`src/rtl/unifiedmem_pkg.sv`:
```
// Shared types and helpers for the unified-memory client arbiter.
//   NBANKS_DEF : default bank count
//   BANK_W     : width of a client's bank index
//   rsp_t      : registered per-client response {valid, err, rdata}
//   is_legal() : request addresses an existing bank and word
package unifiedmem_pkg;

  localparam int unsigned NBANKS_DEF = 7;
  localparam int unsigned BANK_W     = 3;
  localparam int unsigned WORD_W     = 32;
  localparam int unsigned ADDR_CMP_W = 64;

  typedef struct packed {
    logic              valid;
    logic              err;
    logic [WORD_W-1:0] rdata;
  } rsp_t;

  // Bank must exist and the word address must fall inside the bank.
  function automatic logic is_legal(input logic [BANK_W-1:0]     bank,
                                    input logic [ADDR_CMP_W-1:0] addr,
                                    input int unsigned           nbanks,
                                    input int unsigned           ramsize);
    return (32'(bank) < nbanks) && (addr < ADDR_CMP_W'(ramsize));
  endfunction

endpackage

```
`src/rtl/unifiedmem_arbiter_rr.sv`:
```
// Per-bank arbiter: picks one requester, searching upward from a start index.
// Build option UNIFIEDMEM_ARB_FIXED_PRIO_EN: pointer ignored, lowest index wins.
//   req   : NREQ-wide candidate vector
//   ptr   : round-robin start index
//   gnt_c : one-hot grant (combinational)
module rr_arbiter #(
  parameter int unsigned NREQ  = 4,
  parameter int unsigned PTR_W = 2
) (
  input  logic [NREQ-1:0]  req,
  input  logic [PTR_W-1:0] ptr,
  output logic [NREQ-1:0]  gnt_c
);

  logic [PTR_W-1:0] base;
  logic [PTR_W-1:0] idx;
  logic             found;

`ifdef UNIFIEDMEM_ARB_FIXED_PRIO_EN
  logic unused_ptr;
  assign unused_ptr = ^ptr;
  assign base       = '0;
`else
  assign base = ptr;
`endif

  // First candidate at or after base, wrapping modulo NREQ.
  always_comb begin
    gnt_c = '0;
    found = 1'b0;
    idx   = '0;
    for (int unsigned k = 0; k < NREQ; k++) begin
      idx = PTR_W'((32'(base) + k) % NREQ);
      if (!found && req[idx]) begin
        gnt_c[idx] = 1'b1;
        found      = 1'b1;
      end
    end
  end

endmodule

```
`src/rtl/unifiedmem_arbiter.sv`:
```
// Multi-client front end for the banked unified memory: per-bank arbitration,
// packed memory bus drive, and one-cycle registered responses.
// Build option UNIFIEDMEM_ARB_FIXED_PRIO_EN: fixed lowest-index priority.
//   req_*     : per-client request buses (client i at slice i)
//   req_ready : grant this cycle (combinational)
//   rsp_*     : registered response, one cycle after transfer
//   mem_*     : packed per-bank memory buses; mem_rd is combinational read data
module unifiedmem_arbiter
  import unifiedmem_pkg::*;
#(
  parameter int unsigned WIDTH   = 32,
  parameter int unsigned NBANKS  = NBANKS_DEF,
  parameter int unsigned NREQ    = 4,
  parameter int unsigned RAMSIZE = 512
) (
  input  logic                     clk,
  input  logic                     rst_n,
  input  logic [NREQ-1:0]          req_valid,
  input  logic [NREQ-1:0]          req_we,
  input  logic [BANK_W*NREQ-1:0]   req_bank,
  input  logic [WIDTH*NREQ-1:0]    req_addr,
  input  logic [WIDTH*NREQ-1:0]    req_wdata,
  output logic [NREQ-1:0]          req_ready,
  output logic [NREQ-1:0]          rsp_valid,
  output logic [NREQ-1:0]          rsp_err,
  output logic [WIDTH*NREQ-1:0]    rsp_rdata,
  output logic [NBANKS-1:0]        mem_we,
  output logic [WIDTH*NBANKS-1:0]  mem_a,
  output logic [WIDTH*NBANKS-1:0]  mem_wd,
  input  logic [WIDTH*NBANKS-1:0]  mem_rd
);

  localparam int unsigned PTR_W = (NREQ > 1) ? $clog2(NREQ) : 1;

  logic [NREQ-1:0]                  legal;
  logic [NREQ-1:0]                  served;
  logic [NBANKS-1:0][NREQ-1:0]      cand;
  logic [NBANKS-1:0][NREQ-1:0]      gnt;
  logic [NBANKS-1:0][PTR_W-1:0]     rr_ptr;
  rsp_t [NREQ-1:0]                  rsp_d;
  rsp_t [NREQ-1:0]                  rsp_q;

  // Legality check and per-bank candidate vectors; nothing competes in reset.
  always_comb begin
    legal = '0;
    cand  = '0;
    for (int unsigned i = 0; i < NREQ; i++) begin
      legal[i] = is_legal(req_bank[i*BANK_W +: BANK_W],
                          ADDR_CMP_W'(req_addr[i*WIDTH +: WIDTH]),
                          NBANKS, RAMSIZE);
      for (int unsigned b = 0; b < NBANKS; b++) begin
        cand[b][i] = rst_n && req_valid[i] && legal[i] &&
                     (32'(req_bank[i*BANK_W +: BANK_W]) == b);
      end
    end
  end

  for (genvar gb = 0; gb < NBANKS; gb++) begin : g_bank
    rr_arbiter #(
      .NREQ  (NREQ),
      .PTR_W (PTR_W)
    ) u_arb (
      .req   (cand[gb]),
      .ptr   (rr_ptr[gb]),
      .gnt_c (gnt[gb])
    );
  end

`ifdef UNIFIEDMEM_ARB_FIXED_PRIO_EN
  assign rr_ptr = '0;
`else
  logic [NBANKS-1:0][PTR_W-1:0] rr_next;

  // Pointer moves past the winner; idle banks keep their pointer.
  always_comb begin
    rr_next = rr_ptr;
    for (int unsigned b = 0; b < NBANKS; b++) begin
      for (int unsigned i = 0; i < NREQ; i++) begin
        if (gnt[b][i]) rr_next[b] = PTR_W'((i + 1) % NREQ);
      end
    end
  end

  always_ff @(posedge clk or negedge rst_n) begin
    if (!rst_n) rr_ptr <= '0;
    else        rr_ptr <= rr_next;
  end
`endif

  // Winner of each bank drives that bank's slice; idle banks drive zero.
  always_comb begin
    mem_we = '0;
    mem_a  = '0;
    mem_wd = '0;
    served = '0;
    for (int unsigned b = 0; b < NBANKS; b++) begin
      for (int unsigned i = 0; i < NREQ; i++) begin
        if (gnt[b][i]) begin
          mem_we[b]                = req_we[i];
          mem_a[b*WIDTH +: WIDTH]  = req_addr[i*WIDTH +: WIDTH];
          mem_wd[b*WIDTH +: WIDTH] = req_wdata[i*WIDTH +: WIDTH];
          served[i]                = 1'b1;
        end
      end
    end
  end

  // Illegal requests are accepted at once so the client sees an error response.
  assign req_ready = served | (req_valid & ~legal & {NREQ{rst_n}});

  // Next response: loads capture their bank's read data at the grant edge.
  always_comb begin
    rsp_d = '0;
    for (int unsigned i = 0; i < NREQ; i++) begin
      rsp_d[i].valid = req_ready[i];
      rsp_d[i].err   = req_ready[i] && !legal[i];
      for (int unsigned b = 0; b < NBANKS; b++) begin
        if (gnt[b][i] && !req_we[i]) begin
          rsp_d[i].rdata = WORD_W'(mem_rd[b*WIDTH +: WIDTH]);
        end
      end
    end
  end

  always_ff @(posedge clk or negedge rst_n) begin
    if (!rst_n) rsp_q <= '0;
    else        rsp_q <= rsp_d;
  end

  always_comb begin
    rsp_valid = '0;
    rsp_err   = '0;
    rsp_rdata = '0;
    for (int unsigned i = 0; i < NREQ; i++) begin
      rsp_valid[i]                = rsp_q[i].valid;
      rsp_err[i]                  = rsp_q[i].err;
      rsp_rdata[i*WIDTH +: WIDTH] = WIDTH'(rsp_q[i].rdata);
    end
  end

endmodule

```
`config.mk`:
```
export PLATFORM = sky130hd
export DESIGN_NAME = unifiedmem_arbiter
export DESIGN_NICKNAME = d
export VERILOG_FILES = /design/src/rtl/unifiedmem_pkg.sv /design/src/rtl/unifiedmem_arbiter_rr.sv /design/src/rtl/unifiedmem_arbiter.sv
export SDC_FILE = /design/constraint.sdc
export NUM_CORES = 1
export LEC_CHECK = 0
export CORE_AREA = 3 3 429 431
export DETAILED_ROUTE_END_ITERATION = 6
export DIE_AREA = 0 0 432 434
export PLACE_DENSITY_LB_ADDON = 0.15
export REMOVE_ABC_BUFFERS = 1
export SYNTH_ARGS = -nofsm -noshare
export SYNTH_HDL_FRONTEND = slang
export SYNTH_HIERARCHICAL = 1
export SYNTH_SLANG_ARGS = --single-unit
```
`constraint.sdc`:
```
create_clock -name clk -period 26.2 [get_ports clk]
set_clock_uncertainty 0.1 [all_clocks]
set_input_delay 7.86 -clock clk [delete_from_list [all_inputs] [get_ports clk]]
set_output_delay 7.86 -clock clk [all_outputs]
set_load 0.005 [all_outputs]
```
Yosys cells after proc, flatten, opt, wreduce, memory -nomap -nowiden
Index checks and enable logic that the tools add are counted.
{ "totals": {"reg_bits": 150, "wordCells": 643} }
{ "classes": {"n_addsub": 21, "n_lt_le_gt_ge": 64, "eq_ne": 24, "muxes": 329, "bitwise": 25, "reduce_logical": 161} }
{ "ops": {"columns": ["op", "n"], "rows": [
  ["$mux 32", 84],
  ["$mux 1", 133],
  ["$lt 32x10->1 const B", 4],
  ["$logic_and 1x1->1", 121],
  ["$mux 4", 28],
  ["$or 4x4->4", 22],
  ["$lt 2x3->1 const B", 28],
  ["$bmux 1 s2", 28],
  ["$demux 1 s2", 28],
  ["$ge 2x1->1 const B", 28],
  ["$mux 2", 28],
  ["$eq 3x3->1 const B", 12],
  ["$logic_not 1->1", 29],
  ["$add 2x2->2 const B", 14],
  ["$reduce_bool 4->1", 7],
  ["$eq 3x2->1 const B", 8],
  ["$add 2x1->2 const B", 7],
  ["$eq 3x1->1 const B", 4],
  ["$logic_not 3->1", 4],
  ["$lt 3x3->1 const B", 4],
  ["$and 4x4->4", 2],
  ["$not 4->4", 1]
]} }

Logic depth before layout (Yosys ltp)
{ "logic_depth": {"depth_word": 25, "ltp_mapped": 17, "depth_no_buf": 12} }

By module
The synthesis kept the hierarchy.
{ "modules_own_cells": {"columns": ["mod", "n_inst", "cells_per_inst", "area_per_inst_um2", "seq_area_each_um2"], "rows": [
  ["unifiedmem_arbiter", 1, 4305, 27089.7, 3753.6],
  ["rr_arbiter (g_bank[0].u_arb ...)", 6, 30, 302.8, 0.0],
  ["rr_arbiter (g_bank[6].u_arb)", 1, 36, 337.8, 0.0]
]} }

Worst setup path after synthesis
Ideal clock, no wire load.
{ "synth_timing": {"path_kind": "input port to output port", "from": "input port req_addr[124]", "to": "output port mem_a[122]", "arrival_ns": 11.161, "setup_slack_ns": 7.079, "stages": 13, "n_path_buf": 4, "path_cell_list": "clkbuf_1 > nor4_1 > nand4_1 > or4_1 > nor3b_1 > mux4_2 > nor4b_4 > a221o_1 > buf_2 > inv_1 > clkbuf_1 > buf_2 > mux2_2"} }
{ "synth_rtl": {"columns": ["element", "line_no", "source"], "rows": [
  ["start: declaration", "unifiedmem_arbiter.sv:21", "input logic [WIDTH*NREQ-1:0] req_addr,"],
  ["end: declaration", "unifiedmem_arbiter.sv:28", "output logic [WIDTH*NBANKS-1:0] mem_a,"]
]} }

==> load_flow_metrics.sql <==
INSERT INTO impl_metrics (metric_group, metric, value, unit) VALUES
('synthesis', 'yosysMostFrequentCell', 'nand2_1', ''),
('sta', 'final_max_slew_viol_count', '0', ''),
('worst_hold_path', 'hold_path_startpoint', 'rr_ptr[13]', ''),
('synthesis', 'synth-edff-count', '0', ''),
('routing', 'drt-met1-wl', '99.4', 'mm'),
('routing', 'detailroute.wirelength.met2', '122', 'mm'),
('synthesis', 'synth_top_area_share', '0.135', ''),
('routing', 'maxUsedRoutingLayer', 'met5', ''),
('sta', 'setup_repair_after_global_routing_missed_its_margin', 'no', ''),
('worst_hold_path', 'min_path_cells', '2', ''),
('routing', 'ant_nets', '0', ''),
('clock_tree', 'cts-root-to-sink-buffers', '2', ''),
('grt', 'antenna_found_initial', '56', ''),
('sta', 'worst_slew_pin_slew', '1.17', 'ns'),
('worst_setup_path', 'crit-reg2reg-capture', 'rsp_rdata[55]', ''),
('clock_tree', 'cts_root_buffer', 'clkbuf_16', ''),
('clock_tree', 'clk_latency', '0.52', 'ns'),
('sta', 'finalWorstPathRequiredPeriod', '22.44', 'ns'),
('status', 'failed_checks', 'design-rule violations', ''),
('job', 'timing.max_cap.violations', '0', ''),
('power_and_ir_drop', 'ir_drop', '0.0000465', 'V'),
('synthesis', 'synth.area.top_cells', 'a21oi_1, dfrtp_1, nand2_1', ''),
('worst_setup_path', 'cp.arrival', '14.48', 'ns'),
('clock_tree', 'clock-sinks', '150', ''),
('clock_tree', 'cts_resized', '0', ''),
('place', 'io_port_bufs', '1096', ''),
('worst_hold_path', 'hold_end', 'rr_ptr[13]', ''),
('sta', 'setup-tns-final', '0', 'ns'),
('floorplanning', 'chipWidth', '432', 'um'),
('grt', 'grt_pass1_wl', '335', 'mm'),
('routing', 'wirelength', '249', 'mm'),
('routing', 'route.detailed.drc', '1', ''),
('clock_tree', 'post_cts.repair.setup_buffers', '0', ''),
('synthesis', 'post_synth_most_frequent_cells', 'nand2_1, a21oi_1, clkbuf_1', ''),
('routing', 'drt_pass1_iterations', '7', ''),
('routing', 'detailedRoute.firstIterationViolations', '4864', ''),
('clock_tree', 'postCtsHoldBufs', '0', ''),
('synthesis', 'synth_sequential_area_ratio', '0.128', ''),
('floorplanning', 'placementRows', '156', ''),
('cells_and_area', 'nNetsFinal', '5702', ''),
('place', 'gpl.final_weighted_congestion', '0.869', ''),
('worst_setup_path', 'regToRegSetupSlack', '20.50', 'ns'),
('synthesis', 'synth_async_sr_flop_share', '1.00', ''),
('clock_tree', 'clkTransAtPathRegs', '0.08', 'ns'),
('worst_setup_path', 'crit_required', '18.24', 'ns'),
('power_and_ir_drop', 'p_leak', '13.3', 'nW'),
('sta', 'period_share', '0.857', ''),
('routing', 'vias_per_cell', '5.44', ''),
('worst_setup_path', 'crit_path_end_kind', 'output pin', ''),
('synthesis', 'syn-instance-count', '4521', ''),
('synthesis', 'mean_instance_size_in_the_synthesized_netlist', '6.47', 'um^2'),
('grt', 'grt-ovfl-total', '0', ''),
('routing', 'routedWlPerCell', '32.9', 'um'),
('cells_and_area', 'finalNonFillerCells', '7578', ''),
('worst_setup_path', 'depth_of_the_most_critical_reg_to_reg_path', '10', ''),
('grt', 'globalRouteTotalUtil', '0.251', ''),
('status', 'status', 'complete, but fails checks', ''),
('floorplanning', 'die_area', '187000', 'um^2'),
('clock_tree', 'clock_tree.htree_level_count', '4', ''),
('sta', 'hold_viol_final', '0', ''),
('power_and_ir_drop', 'power_density', '16.5', 'nW/um^2'),
('floorplanning', 'floorplan.io_pins', '1097', ''),
('worst_setup_path', 'critical_path.reg2reg.startpoint', 'rr_ptr[8]', ''),
('clock_tree', 'number_of_buffers_inserted_during_clock_tree_synthesis', '17', ''),
('synthesis', 'synth.lib_cells_used.distinct', '54', ''),
('synthesis', 'synth_top_cell_by_area', 'a21oi_1', ''),
('worst_setup_path', 'crit_fanout', '56', ''),
('floorplanning', 'core_region_area', '181000', 'um^2'),
('synthesis', 'postSynthRegisterBits', '150', ''),
('worst_setup_path', 'startpoint_type', 'input port', ''),
('synthesis', 'dominantRegCellSynth', 'dfrtp_1', '');
==> sequential cells by signal (all words and copies together), names as in the netlist <==
name	count
rsp_rdata	128
rr_ptr	14
rsp_valid	4
rsp_err	4
==> logic make-up after synthesis <==
group	after synthesis	synth area share
AND/OR/NAND/NOR	1611	0.288
adder cells (fa/ha/maj)	42	0.0180
AO/OA/AOI/OAI	1967	0.430
multiplexers	91	0.0468
buffers and inverters	660	0.0892
flip-flops	150	0.128
==> worst max-delay path, stage by stage <==
cell and delay, ns:
clkdlybuf4s50_1 0.62, nor4_1 0.75, nand4_1 0.42, or4_1 0.60, nor3b_1 0.41, mux4_2 0.37
nor3b_2 0.37, a221o_4 0.44, buf_4 0.52, buf_4 0.61, and3b_1 0.26, a21oi_1 0.24
o21ai_0 0.12, mux2_2 0.29, clkdlybuf4s50_1 0.53
==> per-layer routing <==
metal | global-route usage | vias to the layer above
met1 | 0.306 | 20200
met5 | 0 | -
met2 | 0.432 | 2372
met3 | 0.0430 | 398
met4 | 0.107 | 2
li1 | - | 18200
==> worst max path at each step <==
stage                  start      endpoint  slack, ns  depth (start not counted)
2_1_floorplan  req_addr[110]  req_ready[1]       2.06                         10
3_3_place_gp    req_addr[81]     mem_a[63]       3.76                         12
3_5_place_dp    req_addr[81]     mem_a[63]       3.67                         12
4_1_cts         req_addr[81]     mem_a[63]       3.66                         12
5_1_grt         req_addr[81]     mem_we[4]       3.46                         13
6_report       req_addr[119]    mem_a[111]       3.76                         15
==> report_power, final <==
group	internal, mW	total (mW)	switching (mW)
logic	0.0773	0.205	0.127
registers	0.232	0.232	0.000254
clock network	0.136	0.267	0.131
==> area by class of cell <==
class	instances	area (um^2)
antenna	37	92.6
clock buffer	19	443
clock inverter	13	136
fill	19900	138000
inverter	88	332
multi-input combinational	3711	23300
sequential	150	3750
tap	2370	2970
timing repair buffer	1190	11700
==> stage by stage <==
| stage | power [mW] | util | setup WS, ns | cell area, um^2 | hold WS (ns) |
|---|---|---|---|---|---|
| after floorplan | 0.252 | - | 2.06 | 27000 | 0.521 |
| after global placement | 0.438 | 0.233 | 3.76 | 42000 | 0.574 |
| after detailed placement | 0.437 | 0.233 | 3.67 | 42000 | 0.581 |
| after CTS | 0.712 | 0.236 | 3.66 | 42600 | 0.595 |
| after global routing | 0.726 | 0.236 | 3.46 | 42700 | 0.633 |
| final | 0.704 | 0.237 | 3.76 | 42700 | 0.597 |
==> cell usage in the layout (no fill, tap or decap), types with 33 or more instances in the layout <==
cell and n:
a221o_1 67, and3b_1 71, nand3b_1 307, dfrtp_1 150
mux2_2 63, o21ai_0 384, a22oi_1 34, o32ai_1 59
clkdlybuf4s50_1 1092, nand2_1 857, nor3_1 42, ha_1 42
a21oi_1 788, a211o_1 33, inv_1 84, diode_2 37
o22ai_1 63, nor2_1 81, o31ai_1 113, a221oi_1 300
nor2b_1 151, buf_4 90
No activity file was read; power rests on OpenSTA's default activity.
